[src/rtl/lcd_hd44780_ctrl.sv]
// HD44780 character LCD write-only controller.
// Runs the timed power-on init sequence, then accepts instruction/data bytes
// from a host and drives them onto a 4- or 8-bit HD44780 bus. All delays
// are timed; the busy flag is never read.
module lcd_hd44780_ctrl #(
    parameter int CLK_HZ   = 100_000_000,
    parameter int BUS_W    = 4,
    parameter int TWO_LINE = 1,
    parameter int T_PWR_US = 15000
) (
    input  logic             clk,
    input  logic             rst,
    input  logic             in_valid,
    output logic             in_ready,
    input  logic             in_rs,
    input  logic [7:0]       in_data,
    output logic             init_done,
    output logic             lcd_rs,
    output logic             lcd_rw,
    output logic             lcd_en,
    output logic [BUS_W-1:0] lcd_data
);

    function automatic int atLeastOne(input int v);
        return (v < 1) ? 1 : v;
    endfunction

    function automatic int maxOf(input int a, input int b);
        return (a > b) ? a : b;
    endfunction

    localparam int CYC_PER_US = CLK_HZ / 1_000_000;
    localparam int SETUP_CYC  = atLeastOne(CLK_HZ / 10_000_000);
    localparam int EN_CYC     = atLeastOne(CLK_HZ / 2_000_000);
    localparam int PWR_CYC    = atLeastOne(CYC_PER_US * T_PWR_US);
    localparam int W4100_CYC  = atLeastOne(CYC_PER_US * 4100);
    localparam int W1640_CYC  = atLeastOne(CYC_PER_US * 1640);
    localparam int W100_CYC   = atLeastOne(CYC_PER_US * 100);
    localparam int W40_CYC    = atLeastOne(CYC_PER_US * 40);
    localparam int MAX_CYC    = maxOf(maxOf(PWR_CYC, W4100_CYC), maxOf(SETUP_CYC, EN_CYC));
    localparam int CNT_W      = $clog2(MAX_CYC) + 1;

    typedef logic [CNT_W-1:0] cnt_t;

    // Each phase counts from 0 up to its "last" value, then moves on.
    localparam cnt_t PWR_LAST   = cnt_t'(PWR_CYC - 1);
    localparam cnt_t SETUP_LAST = cnt_t'(SETUP_CYC - 1);
    localparam cnt_t EN_LAST    = cnt_t'(EN_CYC - 1);
    localparam cnt_t W4100_LAST = cnt_t'(W4100_CYC - 1);
    localparam cnt_t W1640_LAST = cnt_t'(W1640_CYC - 1);
    localparam cnt_t W100_LAST  = cnt_t'(W100_CYC - 1);
    localparam cnt_t W40_LAST   = cnt_t'(W40_CYC - 1);

    localparam logic [7:0] FUNC_SET  = {3'b001, (BUS_W == 8), (TWO_LINE != 0), 3'b000};
    localparam logic [3:0] LAST_STEP = 4'd8;

    typedef enum logic [2:0] {
        S_PWR,
        S_INIT,
        S_IDLE,
        S_SETUP,
        S_EN_HI,
        S_EN_LO,
        S_WAIT
    } state_t;

    state_t           state_q, state_d;
    cnt_t             cnt_q, cnt_d;
    cnt_t             waitLast_q, waitLast_d;
    logic [7:0]       txByte_q, txByte_d;
    logic             txRs_q, txRs_d;
    logic             singleStrobe_q, singleStrobe_d;
    logic             lowNibble_q, lowNibble_d;
    logic [3:0]       initStep_q, initStep_d;
    logic             initDone_q, initDone_d;
    logic             lcdEn_q, lcdRs_q;
    logic [BUS_W-1:0] lcdData_q;
    logic [BUS_W-1:0] strobeWord;
    logic [7:0]       initByte;

    // Clear and return-home need the long execution wait; everything else is short.
    function automatic cnt_t byteWaitLast(input logic rs, input logic [7:0] data);
        if (!rs && (data == 8'h01 || data == 8'h02 || data == 8'h03)) begin
            return W1640_LAST;
        end
        return W40_LAST;
    endfunction

    generate
        if (BUS_W == 8) begin : gBus8
            assign strobeWord = txByte_d;
        end else if (BUS_W == 4) begin : gBus4
            assign strobeWord = lowNibble_d ? txByte_d[3:0] : txByte_d[7:4];
        end else begin : gBadBus
            $error("lcd_hd44780_ctrl: BUS_W must be 4 or 8");
        end
    endgenerate

    assign in_ready  = (state_q == S_IDLE) && initDone_q;
    assign init_done = initDone_q;
    assign lcd_rw    = 1'b0;
    assign lcd_en    = lcdEn_q;
    assign lcd_rs    = lcdRs_q;
    assign lcd_data  = lcdData_q;

    // Next-state logic: phase timing, init step sequencing and host request capture.
    always_comb begin
        state_d        = state_q;
        cnt_d          = cnt_q + cnt_t'(1);
        waitLast_d     = waitLast_q;
        txByte_d       = txByte_q;
        txRs_d         = txRs_q;
        singleStrobe_d = singleStrobe_q;
        lowNibble_d    = lowNibble_q;
        initStep_d     = initStep_q;
        initDone_d     = initDone_q;
        initByte       = 8'h0C;

        case (state_q)
            S_PWR: begin
                if (cnt_q == PWR_LAST) begin
                    state_d = S_INIT;
                    cnt_d   = '0;
                end
            end

            S_INIT: begin
                case (initStep_q)
                    4'd0, 4'd1, 4'd2: initByte = 8'h30;
                    4'd3:             initByte = 8'h20;
                    4'd4:             initByte = FUNC_SET;
                    4'd5:             initByte = 8'h08;
                    4'd6:             initByte = 8'h01;
                    4'd7:             initByte = 8'h06;
                    default:          initByte = 8'h0C;
                endcase
                txByte_d       = initByte;
                txRs_d         = 1'b0;
                singleStrobe_d = (initStep_q < 4'd4);
                lowNibble_d    = 1'b0;
                case (initStep_q)
                    4'd0:       waitLast_d = W4100_LAST;
                    4'd1:       waitLast_d = W100_LAST;
                    4'd2, 4'd3: waitLast_d = W40_LAST;
                    default:    waitLast_d = byteWaitLast(1'b0, initByte);
                endcase
                state_d = S_SETUP;
                cnt_d   = '0;
            end

            S_IDLE: begin
                cnt_d = '0;
                if (in_valid && in_ready) begin
                    txByte_d       = in_data;
                    txRs_d         = in_rs;
                    singleStrobe_d = 1'b0;
                    lowNibble_d    = 1'b0;
                    waitLast_d     = byteWaitLast(in_rs, in_data);
                    state_d        = S_SETUP;
                end
            end

            S_SETUP: begin
                if (cnt_q == SETUP_LAST) begin
                    state_d = S_EN_HI;
                    cnt_d   = '0;
                end
            end

            S_EN_HI: begin
                if (cnt_q == EN_LAST) begin
                    state_d = S_EN_LO;
                    cnt_d   = '0;
                end
            end

            S_EN_LO: begin
                if (cnt_q == EN_LAST) begin
                    cnt_d = '0;
                    if (BUS_W == 4 && !singleStrobe_q && !lowNibble_q) begin
                        lowNibble_d = 1'b1;
                        state_d     = S_SETUP;
                    end else begin
                        state_d = S_WAIT;
                    end
                end
            end

            S_WAIT: begin
                if (cnt_q == waitLast_q) begin
                    cnt_d = '0;
                    if (initDone_q) begin
                        state_d = S_IDLE;
                    end else if (initStep_q == LAST_STEP) begin
                        initDone_d = 1'b1;
                        state_d    = S_IDLE;
                    end else begin
                        initStep_d = (initStep_q == 4'd2 && BUS_W == 8) ? 4'd4 : initStep_q + 4'd1;
                        state_d    = S_INIT;
                    end
                end
            end

            default: begin
                state_d = S_PWR;
                cnt_d   = '0;
            end
        endcase
    end

    // State register plus registered bus pins, loaded from next-state so pins change with the state.
    always_ff @(posedge clk) begin
        if (!rst) begin
            state_q        <= S_PWR;
            cnt_q          <= '0;
            waitLast_q     <= '0;
            txByte_q       <= '0;
            txRs_q         <= 1'b0;
            singleStrobe_q <= 1'b0;
            lowNibble_q    <= 1'b0;
            initStep_q     <= '0;
            initDone_q     <= 1'b0;
            lcdEn_q        <= 1'b0;
            lcdRs_q        <= 1'b0;
            lcdData_q      <= '0;
        end else begin
            state_q        <= state_d;
            cnt_q          <= cnt_d;
            waitLast_q     <= waitLast_d;
            txByte_q       <= txByte_d;
            txRs_q         <= txRs_d;
            singleStrobe_q <= singleStrobe_d;
            lowNibble_q    <= lowNibble_d;
            initStep_q     <= initStep_d;
            initDone_q     <= initDone_d;
            lcdEn_q        <= (state_d == S_EN_HI);
            if (state_d == S_SETUP || state_d == S_EN_HI || state_d == S_EN_LO) begin
                lcdData_q <= strobeWord;
                lcdRs_q   <= txRs_d;
            end
        end
    end

endmodule

[config.mk]
export PLATFORM = sky130hd
export DESIGN_NAME = lcd_hd44780_ctrl
export DESIGN_NICKNAME = d
export VERILOG_FILES = /design/src/rtl/lcd_hd44780_ctrl.sv
export SDC_FILE = /design/constraint.sdc
export NUM_CORES = 1
export LEC_CHECK = 0
export CORE_ASPECT_RATIO = 1.25
export CORE_UTILIZATION = 53
export DETAILED_ROUTE_END_ITERATION = 12
export PLACE_DENSITY = 0.76
export SLEW_MARGIN = 20
export SYNTH_ARGS = -nofsm -noshare
export SYNTH_HDL_FRONTEND = slang
export SYNTH_SLANG_ARGS = --single-unit
[constraint.sdc]
create_clock -name clk -period 2.55 [get_ports clk]
set_input_delay 0.51 -clock clk [delete_from_list [all_inputs] [get_ports clk]]
set_output_delay 0.51 -clock clk [all_outputs]
set_load 0.01 [all_outputs]
* Yosys cells after proc, flatten, opt, wreduce, memory -nomap -nowiden
Memory sizes are Yosys's and may differ from the RTL's. A register that Yosys moved wholly into a read port is not among the register bits.
Index checks and enable logic that the tools add are counted.
** Storage, ports and cells
- Word-level logic and storage cells :: 109
- Input port bits :: 12
- Register bits :: 69
- Output and inout port bits :: 9
- Bits in read-only memories :: 48
- Memories :: 1
** Operators by class
- Bitwise logic cells :: 2
- $add $sub $neg :: 2
- Reduce and logical (&&, ||, !) cells :: 22
- Mux-type cells :: 45
- Equality and inequality tests :: 24
- $lt $le $gt $ge :: 1
** Memories
- (name not given) :: depth 8, width 6, rd ports 1, clocked after memory_dff 1, write ports 0, RTL line 128 : case (initStep_q)
** Operators with widths (count)
- 22-bit two-way mux :: 9
- 22-bit case mux with 4 select lines :: 1
- 22-bit case mux with 3 select lines :: 1
- 22-bit case mux with 2 select lines :: 1
- 8-bit by 2-bit == test with 1-bit output, second input constant :: 4
- 3-bit two-way mux :: 9
- 8-bit two-way mux :: 3
- 22-bit by 1-bit adder with 22-bit output, second input constant :: 1
- 22-bit by 21-bit == test with 1-bit output, second input constant :: 1
- 22-bit == test :: 1
- 22-bit by 4-bit == test with 1-bit output, second input constant :: 1
- 22-bit by 6-bit == test with 1-bit output, second input constant :: 1
- 3-bit case mux with 7 select lines :: 1
- 8-bit by 1-bit == test with 1-bit output, second input constant :: 2
- 8-bit case mux with 2 select lines :: 1
- 3-bit == test, second input constant :: 5
- 1-bit two-way mux :: 13
- 3-bit by 2-bit == test with 1-bit output, second input constant :: 3
- 4-bit by 2-bit == test with 1-bit output, second input constant :: 2
- 1-bit logical OR :: 6
- 4-bit by 1-bit adder with 4-bit output, second input constant :: 1
- 4-bit by 1-bit == test with 1-bit output, second input constant :: 1
- 4-bit == test, second input constant :: 1
- 1-bit logical AND :: 4
- 16 further kinds :: 23

* Longest topological paths before layout
- Depth after elaboration :: 11
- Depth in mapped cells :: 9
- Depth with buffers taken out :: 9

* Least setup slack after synthesis
Ideal clock, no wire load.
- Path type :: register -> register
- From :: register cnt_q[7]
- To :: register lcdRs_q (netlist: lcd_rs)
- Slack :: -0.142 ns
- Path buffers :: 2
- Data required time :: 2.429 ns
- Stages on the path, launching flop included :: 10
- Data arrival time :: 2.571 ns
- Period minus slack after synthesis :: 2.692 ns
- Setup time :: 0.121 ns
- Cell sequence :: dfxtp_1 buf_6 xor2_1 a2111o_1 or4_4 or3_1 buf_6 nor4bb_4 mux2i_4 mux2_4
** Between the ends
- Cells in the longest elaborated chain, start to end :: 6
- Elaborated cells on any way between the ends :: 15
- Classes of those cells :: eq/ne: 7; mux: 6; reduce/logical: 2
** RTL lines
- start, declared :: RTL line 68 : cnt_t cnt_q, cnt_d;
- start signal, assigned :: RTL line 228 : cnt_q <= cnt_d;
- 22-bit == test, or another cell as far along :: RTL line 190 : if (cnt_q == waitLast_q) begin
- 3-bit two-way mux, on equally long branches
- 3-bit case mux with 7 select lines (*) :: RTL line 119 : case (state_q)
- 3-bit by 2-bit == test with 1-bit output / 3-bit == test (equally long branches) :: RTL line 237 : if (state_d == S_SETUP || state_d == S_EN_HI || state_d == S_EN_LO) begin
- 1-bit logical OR :: RTL line 237
- 1-bit logical OR (*) :: RTL line 237
- end signal, assigned :: RTL line 239 : lcdRs_q <= txRs_d;
- end, declared :: RTL line 76 : logic lcdEn_q, lcdRs_q;
Mark *: on every way between the ends. The rest lies on a longest branch, timed or not.
A chain may end at the register's enable or synchronous reset.

* Worst setup path in the final report
- From :: register waitLast_q[7]
- To :: register lcdRs_q (netlist: lcd_rs)
** Between the ends
- Cells in the longest elaborated chain, start to end :: 6
- Elaborated cells on any way between the ends :: 8
- Classes of those cells :: eq/ne: 4; mux: 2; reduce/logical: 2
** RTL lines
- start, declared :: RTL line 69 : cnt_t waitLast_q, waitLast_d;
- start signal, assigned :: RTL line 229 : waitLast_q <= waitLast_d;
- 22-bit == test (*) :: RTL line 190
- 3-bit two-way mux (*) :: RTL line 190
- 3-bit case mux with 7 select lines (*) :: RTL line 119
- 3-bit by 2-bit == test with 1-bit output / 3-bit == test (equally long branches) :: RTL line 237
- 1-bit logical OR :: RTL line 237
- 1-bit logical OR (*) :: RTL line 237
Marked as above.

==> results by group <==
STA
  • Final Cycle Share: 101%
  • Hold Fails Final Rpt: 0
  • Slew Viols, Final: 0
  • Unrepaired setup endpoints after global routing: yes
  • Setup violators final: 1
  • Setup Skew: 10.5 ps
  • Clock period minus worst slack: 2570 ps
  • Hold WS: 465 ps
  • F_max: 390 MHz
  • Setup ws final: -15.5 ps
  • Setup tns final: -15.5 ps

Route
  • Final ANT Viol Nets: 0
  • Detailed-route wire length per cell: 15.1 um
  • Top layer in use: met4
  • Vias/cell: 5.69
  • Via count: 2727
  • Met3 wire length: 247 um
  • DRT iter0 DRCs: 159
  • DR pass1 iterations: 4
  • Met2 wire len: 3.72 mm
  • DRT Wirelength: 7.25 mm
  • DRC: 0
  • Wl on met1: 3.04 mm

Clocking
  • TritonCTS clock tree: yes
  • Clock transition at path regs: 70 ps
  • Root Buffer: clkbuf_8
  • CTS Buf Count: 9
  • Clock buffer depth: 2
  • H-tree depth: 3
  • Skew-Pair Late Insertion Delay: 350 ps
  • CTS Sinks: 62

Die
  • Die area: 6050 um2
  • I/O pin count: 21
  • # rows: 30
  • Die H: 86.7 um
  • Initial Util: 55.5%
  • Die W: 69.8 um
  • Core area: 5480 um2

Yosys
  • Top FF cell, synth: dfxtp_1
  • Mapped cell area: 3040 um2
  • Post-synth top cells: 62 x dfxtp_1, 54 x nor2_1, 34 x nand2_1, 21 x nand3_1, 17 x a21oi_1
  • Compound-Gate Fraction of Synth Area: 12.0%
  • Post-synth EDFFs: 0
  • Register area share after synthesis: 40.8%
  • Async set-reset flop share out of synthesis: 0%
  • Net Count, Synth: 378
  • Yosys top cell area share: 40.8%
  • Largest area contributor in the netlist: dfxtp_1
  • Largest family of logic cells by synthesized area: simple AND/OR/NAND/NOR gates
  • Mux cell area share after synthesis: 4.19%
  • Post-synth cell types: 50
  • Synth warnings: 0
  • Synth Area in Adders: 2.47%
  • Syn_area_per_cell: 8.45 um2
  • Simple-Gate Fraction of Synth Area: 28.1%
  • Largest cells by area after synthesis: dfxtp_1 41%, nor2_1 6.7%, xor2_1 4.6%
  • XOR/XNOR Fraction of Synth Area: 8.63%
  • Most common cell in the netlist: dfxtp_1
  • Post-Synthesis Cells: 360
  • #FFs+latches synth: 62

Global route
  • Global Route Usage Sum: 25.1%
  • Initial antenna violation count: 0
  • Total grt overflow: 0
  • Vias in the first global route: 2634
  • Largest net degree at the start of global routing: 18
  • First-pass GRT wire length: 12.0 mm

Cells and area
  • # nets final: 428
  • Final core utilization: 69.3%
  • Layout cells sized above 1: 19.3%
  • # fillers: 447
  • Area Overhead vs Synth: 24.9%
  • Antenna Cells: 0
  • Final instance area: 3800 um2

Power and ir drop
  • Total power: 0.00201 W
  • Leakage: 1.48 nW
  • Cell-internal power: 0.00156 W
  • VDD IR max: 0.000375 V
  • Sequential Power Share: 48.6%
  • Share of total power in combinational logic: 3.9%
  • Sw Share: 22.2%
  • Clk pwr share: 47.5%
  • Net switching power: 0.000448 W
  • Power per cell area: 530 nW/um2

Placement
  • Routability cong.: 0.924
  • Buffers on Ports: 19
  • Placement Cell Area: 3490 um2
  • DPL Wire Length: 5.43 mm

Setup path
  • Arr. time, crit path: 2800 ps
  • Bufs and invs on worst path: 0
  • Slowest Stage Delay on Critical Path: 440 ps
  • Endpoint class of the critical path: flip-flop
  • CP Cell Sequence: xor2_1 -> a2111o_1 -> or4_4 -> or3_1 -> a32o_2 -> mux2i_4 -> mux2_4
  • Worst path slowest cell: or4_4
  • Setup CP Type: flip-flop to flip-flop
  • CP required: 2780 ps
  • Startpoint types: flip-flop
  • Worst path top cell family by delay: simple AND/OR/NAND/NOR gates
  • Worst-path fanout max: 4

Job
  • Maxcap violations: 0

Status
  • Status: complete, but fails checks
  • Failing checks: negative setup slack

Worst hold path
  • Hold crit path type: flip-flop to flip-flop
## metal layers
| layer | global-route usage (%) | vias to the layer above |
|---|---|---|
| met5 | 0 | - |
| met4 | 11.8 | 0 |
| met1 | 27.9 | 1265 |
| li1 | - | 1371 |
| met3 | 6.40 | 20 |
| met2 | 44.7 | 71 |
## through the flow
stage / setup slack [ps] / instances
floorplan: -119 / 360
CTS: -5.47 / 478
detailed placement: 5.73 / 462
finish: -15.5 / 479
global route: -78.1 / 479
global placement: 46.3 / 462
## layout make-up
class / instances / area [um2] / share of cell area [%]
multi-input combinational: 274 / 1760 / 46.4
tap: 64 / 80.1 / 2.11
sequential: 62 / 1250 / 32.9
clock buffer: 9 / 124 / 3.26
clock inverter: 7 / 98.8 / 2.60
timing repair buffer: 53 / 449 / 11.8
inverter: 10 / 37.5 / 0.988
## tightest hold or removal path: cells and delay by family, from the launching register on
family | cells | cell delay (ps)
flip-flops | 1 | 320
multiplexers | 1 | 50
AND/OR/NAND/NOR | 1 | 50
## registers in the layout, summed over array words and instances, names as in the netlist, named ones only
register and flops:
cnt_q 22, waitLast_q 10, txByte_q 8, initStep_q 4, lcd_data 4, state_q 3, init_done 1, lcd_en 1
lcd_rs 1, lowNibble_q 1, singleStrobe_q 1, txRs_q 1
## timing repair
action / in CTS / in global routing
gates resized for setup: 2 / 18
setup endpoints to repair: 3 / 14
hold buffers: 0 / 0
setup buffers: 0 / 1
pin swaps: 0 / 1
cloned: 0 / 0
## layout by cell type (no fill, tap or decap), types with 9 or more instances in the layout
| cell type | instances |
|---|---|
| nor2_1 | 53 |
| o21ai_0 | 10 |
| dfxtp_1 | 56 |
| inv_1 | 10 |
| nor3_1 | 14 |
| nand2_1 | 34 |
| clkbuf_8 | 9 |
| buf_4 | 33 |
| nand3_1 | 21 |
| a21oi_1 | 17 |
| xor2_1 | 16 |
| xnor2_1 | 13 |
| clkdlybuf4s50_1 | 19 |
## cell families (layout without fill, tap and decap cells)
family	Yosys count	after routing
AOI/OAI and AO/OA	54	54
adders and majority gates	6	6
DFF	62	62
and+or+nand+nor	172	172
xor gates and xnor gates	30	30
buffers and inverters	24	79
muxes	11	11
other	1	1
## power by group through the flow
stage / clock network (W) / logic, W / registers (W)
2_1_floorplan: 0 / 0.0000365 / 0.000999
3_3_place_gp: 0 / 0.0000747 / 0.000998
3_5_place_dp: 0 / 0.0000762 / 0.000999
4_1_cts: 0.000968 / 0.0000769 / 0.000976
5_1_grt: 0.00101 / 0.0000854 / 0.000978
6_report: 0.000956 / 0.0000784 / 0.000978
## path summary, 6_finish.rpt
check / startpoint / to / slack (ps) / cells after the start
hold / removal: lcd_data[0]$_SDFFE_PN0P_ / lcd_data[0]$_SDFFE_PN0P_ / 460 / 2
hold reg to reg: lcd_data[0]$_SDFFE_PN0P_ / lcd_data[0]$_SDFFE_PN0P_ / 460 / 2
setup reg to reg: waitLast_q[7]$_SDFFE_PN0P_ / lcd_rs$_SDFFE_PN0P_ / -20 / 7
setup / recovery: waitLast_q[7]$_SDFFE_PN0P_ / lcd_rs$_SDFFE_PN0P_ / -20 / 7
No activity file was read; power rests on OpenSTA's default activity.
